--- src/rtl/instr_fetch_unit.sv ---
// Instruction fetch unit: owns the PC, fetches words over a req/valid memory handshake,
// presents them to the decoder with valid/ready, and computes the next PC on acceptance.
module instr_fetch_unit #(
    parameter logic [31:0] RESET_PC     = 32'h0000_0000,
    parameter int unsigned WAIT_TIMEOUT = 16
) (
    input  logic        clk,
    input  logic        rst_n,
    output logic        imem_req,
    output logic [31:0] imem_addr,
    input  logic [31:0] imem_rdata,
    input  logic        imem_valid,
    output logic [31:0] instruction,
    output logic        instr_valid,
    input  logic        instr_ready,
    input  logic [1:0]  PC_MUX_Select,
    input  logic        branch_taken,
    input  logic [31:0] jr_target,
    output logic [31:0] pc,
    output logic [31:0] pc_plus4,
    output logic        fetch_err,
    output logic [1:0]  fsm_state
);

    // Handshake: a transfer to the decoder happens on a rising edge where
    // instr_valid and instr_ready are both 1; instruction is stable while instr_valid=1.
    typedef enum logic [1:0] {
        S_IDLE = 2'd0,
        S_REQ  = 2'd1,
        S_WAIT = 2'd2,
        S_HOLD = 2'd3
    } state_t;

    localparam logic [15:0] WAIT_LAST = 16'(WAIT_TIMEOUT - 1);

    state_t      state;
    state_t      state_nxt;
    logic [15:0] wait_cnt;
    logic        timeout;
    logic        accept;
    logic [31:0] branch_off;
    logic [31:0] next_pc;

    assign imem_req   = (state == S_REQ);
    assign imem_addr  = pc;
    assign pc_plus4   = pc + 32'd4;
    assign fsm_state  = state;
    assign accept     = (state == S_HOLD) && instr_valid && instr_ready;
    // A response arriving in the last WAIT cycle takes priority over the timeout.
    assign timeout    = (state == S_WAIT) && !imem_valid && (wait_cnt == WAIT_LAST);
    assign branch_off = {{14{instruction[15]}}, instruction[15:0], 2'b00};

    always_comb begin
        next_pc = pc_plus4;
        case (PC_MUX_Select)
            2'b00:   next_pc = pc_plus4;
            2'b01:   next_pc = branch_taken ? (pc_plus4 + branch_off) : pc_plus4;
            2'b10:   next_pc = {pc_plus4[31:28], instruction[25:0], 2'b00};
            default: next_pc = jr_target & 32'hFFFF_FFFC;
        endcase
    end

    always_comb begin
        state_nxt = state;
        case (state)
            S_IDLE: state_nxt = S_REQ;
            S_REQ:  state_nxt = S_WAIT;
            S_WAIT: begin
                if (imem_valid)   state_nxt = S_HOLD;
                else if (timeout) state_nxt = S_REQ;
            end
            S_HOLD: if (accept) state_nxt = S_REQ;
            default: state_nxt = S_IDLE;
        endcase
    end

    always_ff @(posedge clk) begin
        if (!rst_n) begin
            state       <= S_IDLE;
            pc          <= RESET_PC;
            instruction <= 32'd0;
            instr_valid <= 1'b0;
            fetch_err   <= 1'b0;
            wait_cnt    <= 16'd0;
        end else begin
            state     <= state_nxt;
            fetch_err <= timeout;
            case (state)
                S_REQ: wait_cnt <= 16'd0;
                S_WAIT: begin
                    if (imem_valid) begin
                        instruction <= imem_rdata;
                        instr_valid <= 1'b1;
                    end else if (!timeout) begin
                        wait_cnt <= wait_cnt + 16'd1;
                    end
                end
                S_HOLD: begin
                    if (accept) begin
                        pc          <= next_pc;
                        instr_valid <= 1'b0;
                    end
                end
                default: ;
            endcase
        end
    end

endmodule
--- config.mk ---
export PLATFORM = sky130hd
export DESIGN_NAME = instr_fetch_unit
export DESIGN_NICKNAME = d
export VERILOG_FILES = /design/src/rtl/instr_fetch_unit.sv
export SDC_FILE = /design/constraint.sdc
export NUM_CORES = 1
export LEC_CHECK = 0
export CAP_MARGIN = 20
export CELL_PAD_IN_SITES_DETAIL_PLACEMENT = 1
export CELL_PAD_IN_SITES_GLOBAL_PLACEMENT = 1
export CORE_MARGIN = 1
export CORE_UTILIZATION = 30
export CTS_CLUSTER_SIZE = 14
export DETAILED_ROUTE_END_ITERATION = 8
export HOLD_SLACK_MARGIN = 0.08
export PLACE_DENSITY_LB_ADDON = 0.12
export RECOVER_POWER = 50
export SETUP_SLACK_MARGIN = 0.3
export SLEW_MARGIN = 20
export SYNTH_ARGS = -nofsm -noshare
export SYNTH_HDL_FRONTEND = slang
export SYNTH_SLANG_ARGS = --single-unit
--- constraint.sdc ---
create_clock -name clk -period 7.51 [get_ports clk]
set_input_delay 1.502 -clock clk [delete_from_list [all_inputs] [get_ports clk]]
set_output_delay 1.502 -clock clk [all_outputs]
set_load 0.02 [all_outputs]
==> metrics.yaml, run 1 <==
routing:
  wl_per_cell_um: 18.59
  drt_wl_total_mm: 23.52
  remaining_drc_errors: 0
  antenna_left: 0
  drtIter0Drc: 238
  drt_pass1_iterations: 4
  vias_per_cell: 5.222
  num_vias: 6606
clocking:
  cts_buffers: 9
  clockBufferDepth: 2
  cts_hold_buf: 0
  clk_latency_ns: 0.35
  cts_setup_buffers: 0
  path_clk_slew_ns: 0.07
  cts.sinks: 82
  cts_resized: 0
  clock-root-buffer: "clkbuf_16"
  cts_max_level: 3
  cts_tree: "built"
synth:
  synth.most_common_cell: "nand2_1"
  seq_area_frac_synth_pct: 25.18
  ys_top_cells_by_count: "137 x nand2_1, 82 x dfxtp_1, 53 x a21oi_1"
  syn_area_per_cell_um2: 7.762
  syn_inst: 840
  synth_top_area_share_pct: 25.18
  ys_seq_elements: 82
  synth_edf_count: 0
  synth_area_leader_cell: "dfxtp_1"
  synth_flop_cell: "dfxtp_1"
  synth_area_leaders: "dfxtp_1 25%, nand2_1 7.9%, ha_1 7.7%, a21boi_0 4.6%, buf_4 4.1%"
  yosysWarningCount: 0
  syn_area_um2: 6520
  synth_async_sr_flop_share_pct: 0
  yosysUniqueCellTypes: 71
min_path:
  whs_path_depth: 2
  worstHoldEndpoint: "instruction[29]"
  hp-start: "instruction[29]"
  min_path_type: "reg2reg"
pwr:
  power_density_nw_per_um2: 118.1
  cellLeakagePower_nw: 3.564
  irDropWorstVdd_uv: 100.3
  power_mw: 1.034
global_route:
  grt.total_usage_pct: 21.31
  antenna_found_initial: 0
  grt_max_degree: 61
  grt_pass1_vias: 6633
  grt_pass1_wl_mm: 36.96
  overflow: 0
sta:
  worst_slack_ns: 2.267
  finalSetupViolCount: 0
  post-route-period-util_pct: 69.81
  slew_viol_final: 32
  max_slew_margin_pct: -1.276
  fin_skew_ns: 0.009629
  tightest_slew_ns: 1.519
  fin_setup_tns_ns: 0
  fin_crit_ns: 5.243
  rsz0062_at_grt: "no"
  max_freq_ghz: 0.1907
  hold_slack_ns: 0.4628
  hold_viol: 0
placement:
  dp_slack_ns: 2.612
  io_buffer_count: 195
  post-dp-hpwl_mm: 17.50
  gp_congestion: 0.8052
  dp_cells: 1249
  placed_area_um2: 8467
cells_and_area:
  design_area_um2: 8752
  syn_to_final_growth_pct: 34.24
  instances_no_fill: 1265
  num-nets-final: 1097
  diodes: 0
  drive_above_1_share_pct: 3.838
  utilization_pct: 41.37
  fillCellCount: 2538
critical_path:
  cpPeakStageDelay_ns: 0.78
  crit_chain: "ha_1 -> inv_1 -> nor4_1 -> nand3_1 -> inv_1 -> and3_1 -> xor2_1 -> clkdlybuf4s50_1"
  cp_max_fo: 9
  critPathSlowestCell: "nor4_1"
  path_depth: 8
  arrival_ns: 3.74
  critPathLaunchType: "flop"
  cp-end-kind: "output pin"
  cp_common_cell: "inv_1"
  critPathTopFamily: "simple AND/OR/NAND/NOR gates"
  critPathKind: "reg2out"
  crit_start: "imem_addr[2]"
  ff2ff_setup_slack_ns: 2.83
  required_ns: 6.01
  rr_endpoint: "imem_addr[31]"
  reg2reg_depth: 16
  critical_path.reg2reg.startpoint: "imem_addr[2]"
  crit_buf_inv: 3
floorplan:
  pin_count: 204
  fp.dieW_um: 149.4
  initial_core_util_pct: 30.82
  fp.dieH_um: 149.4
  die_area_um2: 22330
  rows: 53
  core_um2: 21150
status:
  outcome: "finished with violations"
  failed_checks: "capacitance limit, slew limit"
run:
  cap_violations: 1
[tightest hold or removal path: stages (launching register included)]
cell	delay, ns
dfxtp_1	0.31
nand2_1	0.05
a21boi_0	0.06
[cells in the final DEF, fill, tap and decap left out, types with 5 or more instances in the layout]
cell type / synthesis / layout
a211oi_1: 13 / 13
nand3_1: 22 / 22
a21o_1: 17 / 17
clkbuf_16: 0 / 9
or3_1: 6 / 6
nand4_1: 16 / 16
a22o_1: 11 / 11
clkdlybuf4s50_1: 0 / 131
inv_1: 21 / 21
and2_1: 9 / 5
xor2_1: 27 / 27
nor3_1: 9 / 9
and3_1: 17 / 17
a31oi_1: 7 / 7
dlygate4sd3_1: 0 / 61
conb_1: 1 / 6
xnor2_1: 30 / 30
ha_1: 40 / 40
o21a_1: 5 / 5
o21ai_1: 7 / 7
dfxtp_1: 82 / 82
buf_4: 36 / 7
nand2_1: 137 / 137
a21boi_0: 40 / 40
o21ai_0: 25 / 24
a21oi_1: 53 / 53
nor2b_1: 11 / 11
nor2_1: 49 / 49
nor4_1: 6 / 6
o211ai_1: 8 / 8
mux2i_1: 27 / 27
[worst max-delay path by stage]
| stage | slack (ns) | endpoint |
|---|---|---|
| CTS | 2.22 | pc_plus4[30] |
| detailed placement | 2.61 | pc_plus4[30] |
| floorplan | 3.47 | imem_addr[24] |
| finish | 2.27 | pc_plus4[30] |
| global route | 1.93 | pc_plus4[30] |
| global placement | 2.64 | pc_plus4[30] |
[registers in the layout (all words and copies together), names as in the netlist]
register and flops:
instruction 32, imem_addr 30, wait_cnt 16, fsm_state 2, fetch_err 1, instr_valid 1
[report_power, final]
part,total [mW],switching (mW),internal (mW)
sequential,0.444,0.00507,0.439
combinational,0.137,0.0732,0.0637
clock,0.452,0.207,0.246
[per-layer routing]
metal,vias up,wire [µm],track usage (%)
met3,15,1551,4.604
met5,-,0,0
met2,168,10490,33.43
met1,3171,11280,29.65
met4,0,202,4.592
li1,3252,-,-
[cell families after synthesis]
group	synth area share [%]
and+or+nand+nor	22.05
xor gates and xnor gates	7.657
other	0.05752
muxes	4.145
DFF	25.18
buffers and inverters	7.714
adders and majority gates	7.983
AOI/OAI and AO/OA	25.22
[final cells by class]
| type | count | area (µm²) | area share [%] |
|---|---|---|---|
| well taps | 275 | 344.1 | 3.931 |
| inverters | 22 | 82.58 | 0.9435 |
| clock buffers | 12 | 256.5 | 2.931 |
| repair buffers | 204 | 1997 | 22.82 |
| multi-input cells | 666 | 4398 | 50.25 |
| flip-flops and latches | 82 | 1642 | 18.76 |
| clock inverters | 4 | 32.53 | 0.3717 |
Power figures use the tool's default switching activity.
==> run 2, diff against run 1 <==
==> constraint.sdc (replaced) <==
create_clock -name clk -period 5.1 [get_ports clk]
set_input_delay 1.02 -clock clk [delete_from_list [all_inputs] [get_ports clk]]
set_output_delay 1.02 -clock clk [all_outputs]
set_load 0.02 [all_outputs]
==> metrics.yaml, run 2 (synthesis gave the netlist of run 1 again) <==
placement:
  dp_slack_ns: 0.6768  # -1.935 ns
  post-dp-hpwl_mm: 18.16  # +3.8%
  io_buffer_count: 195  # unchanged
  gp_congestion: 0.8313  # +3.2%
  placed_area_um2: 8497  # +0.35%
global_route:
  grtUsageMet2_pct: 34.68  # +1.3 points
  grt_pass1_wl_mm: 37.34  # +1.0%
  grt_pass1_vias: 6626  # -0.11%
  grt.total_usage_pct: 21.63  # +0.32 points
  use_met3_pct: 5.579  # +0.98 points
  grt_max_degree: 47  # -23%
  overflow: 0  # unchanged
  grt.met1_usage_pct: 29.12  # -0.53 points
  antenna_found_initial: 0  # unchanged
  grt_busiest_layer: "met2"
pwr:
  power_mw: 1.556  # +51%
  cellLeakagePower_nw: 3.632  # +1.9%
  switchingPower_mw: 0.4284  # +50%
  p_clk_share_pct: 45.0  # +1.2 points
  power_density_nw_per_um2: 177.0  # +50%
  p_comb_share_pct: 13.0  # -0.3 points
  p_int_mw: 1.128  # +51%
  irDropWorstVdd_uv: 153.2  # +53%
  switching_share_pct: 27.53  # -0.065 points
  p_seq_share_pct: 42.0  # -1.0 points
floorplan:
  initial_core_util_pct: 30.82  # unchanged
  fp.dieW_um: 149.4  # unchanged
  rows: 53  # unchanged
  fp.dieH_um: 149.4  # unchanged
  die_area_um2: 22330  # unchanged
  pin_count: 204  # unchanged
  core_um2: 21150  # unchanged
clocking:
  cts_max_level: 3  # unchanged
  clock-root-buffer: "clkbuf_16"
  cts.sinks: 82  # unchanged
  cts_tree: "built"
  cts_setup_buffers: 0  # unchanged
  clockBufferDepth: 2  # unchanged
  cts_hold_buf: 0  # unchanged
  cts_resized: 0  # unchanged
  cts_buffers: 9  # unchanged
  clk_latency_ns: 0.36  # about the same
  path_clk_slew_ns: 0.07  # about the same
cells_and_area:
  syn_to_final_growth_pct: 34.81
  layout_common_cells: "137 x nand2_1, 121 x clkdlybuf4s50_1, 82 x dfxtp_1"
  top_register: "instruction"
  num-nets-final: 1101  # +0.36%
  design_area_um2: 8790  # +0.43%
  utilization_pct: 41.55  # +0.18 points
  final_common_cell: "nand2_1"
  multi_input_area_um2: 4394  # about the same
  diodes: 0  # unchanged
  fillCellCount: 2541  # +0.12%
  area.sequential_um2: 1642  # unchanged
  largest_register_ffs: 32  # unchanged
  drive_above_1_share_pct: 4.024  # +0.19 points
critical_path:
  cp-end-kind: "output pin"
  arrival_ns: 3.41  # -0.33 ns
  cp_max_fo: 9  # unchanged
  critPathLaunchType: "flop"
  required_ns: 4.08  # -1.93 ns
  critPathKind: "reg2out"
  reg2reg_depth: 15  # -1
sta:
  post-route-period-util_pct: 86.87
  tightest_slew_ns: 1.513  # -0.006330 ns
  slew_viol_final: 52  # +63%
  rsz0062_at_grt: "no"
  fin_crit_ns: 4.431
  max_freq_ghz: 0.2257
  fin_setup_tns_ns: 0  # unchanged
  fin_skew_ns: 0.01015  # +0.0005243 ns
  worst_slack_ns: 0.6694  # -1.598 ns
  max_slew_margin_pct: -1.920  # -0.64 points
  finalSetupViolCount: 0  # unchanged
  hold_viol: 0  # unchanged
run:
  cap_violations: 2  # +1
status:
  failed_checks: "capacitance limit, slew limit"
  outcome: "finished with violations"
routing:
  antenna_left: 0  # unchanged
  drt_pass1_iterations: 4  # unchanged
  wl_per_cell_um: 18.76  # +0.90%
  drtIter0Drc: 227  # -4.6%
  remaining_drc_errors: 0  # unchanged
  drt_wl_total_mm: 23.81  # +1.2%
  num_vias: 6631  # +0.38%
  vias_per_cell: 5.225  # about the same
min_path:
  min_path_type: "reg2reg"
  whs_path_depth: 2  # unchanged
## run 2: changes by cell type in the layout (fill, tap and decap cells not counted), sizes merged
cell / delta
clkinv: +2
inv: +1
clkinvlp: -2
clkbuf: -1
bufinv: +1
dlygate4sd3: +10
clkdlybuf4s50: -10
buf: +3
## run 2: routing by layer
metal  part of all wire (%)  vias up
met4                    1.1        0
met1                     47     3185
met3                    7.4       17
li1                       -     3262
met2                     45      167
met5                      0        -
## run 2: path summary, 6_finish.rpt
check | from | to | slack [ns]
setup / recovery | imem_addr[7] | pc_plus4[29] | 0.67
hold / removal | instruction[27] | instruction[27] | 0.47
setup reg to reg | imem_addr[7] | imem_addr[24] | 0.75
hold reg to reg | instruction[27] | instruction[27] | 0.47
## run 2: per-stage QoR
stage	hold slack, ns	std cells
CTS	0.4713	1269
finish	0.4676	1269
floorplan	0.4669	845
global placement	0.4496	1253
global route	0.4998	1269
detailed placement	0.4596	1253
## run 2: area by class of cell
cell class / count / share of cell area [%]
Clock inverter: 6 / 0.8256
Multi-Input combinational cell: 666 / 49.99
Inverter: 22 / 0.9395
Tap cell: 275 / 3.915
Sequential cell: 82 / 18.68
Timing Repair Buffer: 208 / 23.05
Clock buffer: 10 / 2.605
## run 2: critical path, stage by stage (launching register included)
cell	delay, ns
dfxtp_1	0.50
nand4_1	0.23
nor4_2	0.61
and3_1	0.47
nand2_1	0.15
xnor2_1	0.40
clkdlybuf4s50_1	0.69
## run 2: power by group through the flow
stage / clock network [mW] / logic (mW) / registers, mW
floorplan: 0 / 0.0981 / 0.676
global placement: 0 / 0.203 / 0.669
detailed placement: 0 / 0.205 / 0.669
CTS: 0.726 / 0.206 / 0.654
global route: 0.748 / 0.220 / 0.655
finish: 0.701 / 0.202 / 0.654
==> run 3, diff against run 2 <==
--- a/config.mk
+++ b/config.mk
@@ -12,6 +12,7 @@
 export CORE_UTILIZATION = 30
 export CTS_CLUSTER_SIZE = 14
 export DETAILED_ROUTE_END_ITERATION = 8
+export GPL_TIMING_DRIVEN = 0
 export HOLD_SLACK_MARGIN = 0.08
 export PLACE_DENSITY_LB_ADDON = 0.12
 export RECOVER_POWER = 50
==> metrics.yaml, run 3 (synthesis gave the netlist of run 1 again) <==
global_route:
  grt_pass1_vias: 6989  # +5.5%
  grt_pass1_wl_mm: 39.59  # +6.0%
  antenna_found_initial: 0  # unchanged
  grt_max_degree: 26  # -45%
  overflow: 0  # unchanged
  grt.total_usage_pct: 23.27  # +1.6 points
clocking:
  clockBufferDepth: 2  # unchanged
  clk_latency_ns: 0.35  # about the same
  cts_hold_buf: 0  # unchanged
  cts_resized: 1  # +1
  cts_tree: "built"
  path_clk_slew_ns: 0.07  # about the same
  cts_max_level: 3  # unchanged
  clock-root-buffer: "clkbuf_16"
  cts_buffers: 9  # unchanged
  cts_setup_buffers: 0  # unchanged
  cts.sinks: 82  # unchanged
status:
  outcome: "finished, final reports clean"
routing:
  highest_layer: "met4"
  drt_wl_total_mm: 25.84  # +8.5%
  antenna_left: 0  # unchanged
  num_vias: 6929  # +4.5%
  drt_pass1_iterations: 5  # +1
  vias_per_cell: 5.210  # -0.30%
  wl_per_cell_um: 19.43  # +3.6%
  remaining_drc_errors: 0  # unchanged
  drtIter0Drc: 335  # +48%
  dr_wl_met3_mm: 1.813  # +3.0%
  drt-met1-wl_mm: 11.92  # +7.3%
  wl_met2_mm: 11.74  # +10%
pwr:
  power_density_nw_per_um2: 176.4  # -0.35%
  p_int_mw: 1.180  # +4.6%
  cellLeakagePower_nw: 3.865  # +6.4%
  p_clk_share_pct: 46.1  # +1.1 points
  p_seq_share_pct: 40.5  # -1.5 points
  switchingPower_mw: 0.4374  # +2.1%
  switching_share_pct: 27.05  # -0.48 points
  irDropWorstVdd_uv: 152.4  # -0.52%
  p_comb_share_pct: 13.4  # +0.4 points
sta:
  fin_skew_ns: 0.009098  # -0.001056 ns
  fin_setup_tns_ns: 0  # unchanged
  slew_viol_final: 0  # -100%
  max_freq_ghz: 0.2195  # -2.8%
  max_slew_margin_pct: 29.97  # +32 points
  finalSetupViolCount: 0  # unchanged
  tightest_slew_ns: 1.049  # -0.4638 ns
  fin_crit_ns: 4.557  # +0.1260 ns
  hold_viol: 0  # unchanged
  rsz0062_at_grt: "no"
  post-route-period-util_pct: 89.35  # +2.5 points
run:
  cap_violations: 0  # -2
cells_and_area:
  final_common_cell: "nand2_1"
  largest_register_ffs: 32  # unchanged
  area.sequential_um2: 1642  # unchanged
  layout_common_cells: "137 x nand2_1, 120 x clkdlybuf4s50_1, 82 x dfxtp_1"
  utilization_pct: 43.33  # +1.8 points
  multi_input_area_um2: 4418  # +0.54%
  instances_no_fill: 1330  # +4.8%
  diodes: 0  # unchanged
  top_register: "instruction"
  syn_to_final_growth_pct: 40.59
  design_area_um2: 9166  # +4.3%
  num-nets-final: 1162  # +5.5%
  fillCellCount: 2592  # +2.0%
  drive_above_1_share_pct: 6.256  # +2.2 points
min_path:
  whs_path_depth: 2  # unchanged
  hp-start: "instruction[30]"
  min_path_type: "reg2reg"
  worstHoldEndpoint: "instruction[30]"
floorplan:
  die_area_um2: 22330  # unchanged
  core_um2: 21150  # unchanged
  pin_count: 204  # unchanged
  fp.dieW_um: 149.4  # unchanged
  initial_core_util_pct: 30.82  # unchanged
  rows: 53  # unchanged
  fp.dieH_um: 149.4  # unchanged
critical_path:
  critPathLaunchType: "flop"
  reg2reg_depth: 16  # +1
  ff2ff_setup_slack_ns: 0.54  # -0.21 ns
  required_ns: 5.35  # +1.27 ns
  critPathKind: "reg2reg"
  cp-end-kind: "flop"
  rr_endpoint: "imem_addr[24]"
  cp_max_fo: 7  # -2
  arrival_ns: 4.81  # +1.40 ns
  critical_path.reg2reg.startpoint: "imem_addr[9]"
placement:
  post-dp-hpwl_mm: 20.27  # +12%
  dp_cells: 1314  # +4.9%
  io_buffer_count: 194  # -0.51%
  placed_area_um2: 8825  # +3.9%
  gp_congestion: 0.8426  # +1.4%
run 3: cell types whose count changed in the layout (fill, tap and decap cells not counted), sizes merged:
cell / delta
clkinv: -2
inv: -1
dlygate4sd3: +3
bufinv: +1
clkinvlp: +1
buf: +31
clkbuf: +29
clkdlybuf4s50: -1
run 3: worst max-delay path: stages, from the launching register on:
cell       delay [ns]
dfxtp_1          0.54
nand4_1          0.30
nor4_4           0.48
and3_1           0.34
nand3_1          0.12
xnor2_1          0.31
ha_1             0.30
clkbuf_1         0.19
a21o_1           0.20
a21o_1           0.19
a2111oi_0        0.39
nand3_1          0.17
a31oi_1          0.33
o21ai_1          0.15
xnor2_1          0.16
nand2_1          0.07
a22o_1           0.21
run 3: cell type report:
| cell class | count | area share (%) |
|---|---|---|
| Sequential cell | 82 | 17.91 |
| Multi-Input combinational cell | 666 | 48.20 |
| Tap cell | 275 | 3.754 |
| Clock buffer | 11 | 2.539 |
| Timing Repair Buffer | 194 | 21.18 |
| Clock inverter | 5 | 0.9282 |
| Inverter | 22 | 0.9009 |
| Buffer | 75 | 4.586 |
run 3: worst max path at each step:
stage	startpoint	end	slack [ns]	depth (start not counted)
2_1_floorplan	imem_addr[4]	imem_addr[24]	1.06	16
3_3_place_gp	imem_addr[2]	imem_addr[27]	0.32	17
3_5_place_dp	imem_addr[2]	imem_addr[27]	0.32	17
4_1_cts	imem_addr[9]	imem_addr[24]	0.44	16
5_1_grt	imem_addr[9]	imem_addr[24]	0.31	16
6_report	imem_addr[9]	imem_addr[24]	0.54	16
run 3: metrics by stage:
step | hold WS (ns) | worst slack [ns] | total power [mW]
floorplan | 0.4669 | 1.063 | 0.7739
global placement | 0.4503 | 0.3174 | 0.8873
detailed placement | 0.4669 | 0.3177 | 0.8881
CTS | 0.4770 | 0.4377 | 1.639
global route | 0.5098 | 0.3128 | 1.675
finish | 0.4697 | 0.5434 | 1.617
run 3: power groups by stage:
stage | Combinational (mW) | Clock (mW) | Sequential [mW]
floorplan | 0.0981 | 0 | 0.676
global placement | 0.217 | 0 | 0.670
detailed placement | 0.217 | 0 | 0.671
CTS | 0.219 | 0.764 | 0.656
global route | 0.233 | 0.786 | 0.657
finish | 0.217 | 0.745 | 0.655
run 3: metal layers:
| layer | vias up | global-route usage, % |
|---|---|---|
| met1 | 3335 | 30.65 |
| met2 | 190 | 37.73 |
| li1 | 3377 | - |
| met3 | 27 | 5.976 |
| met4 | 0 | 5.408 |
| met5 | - | 0 |
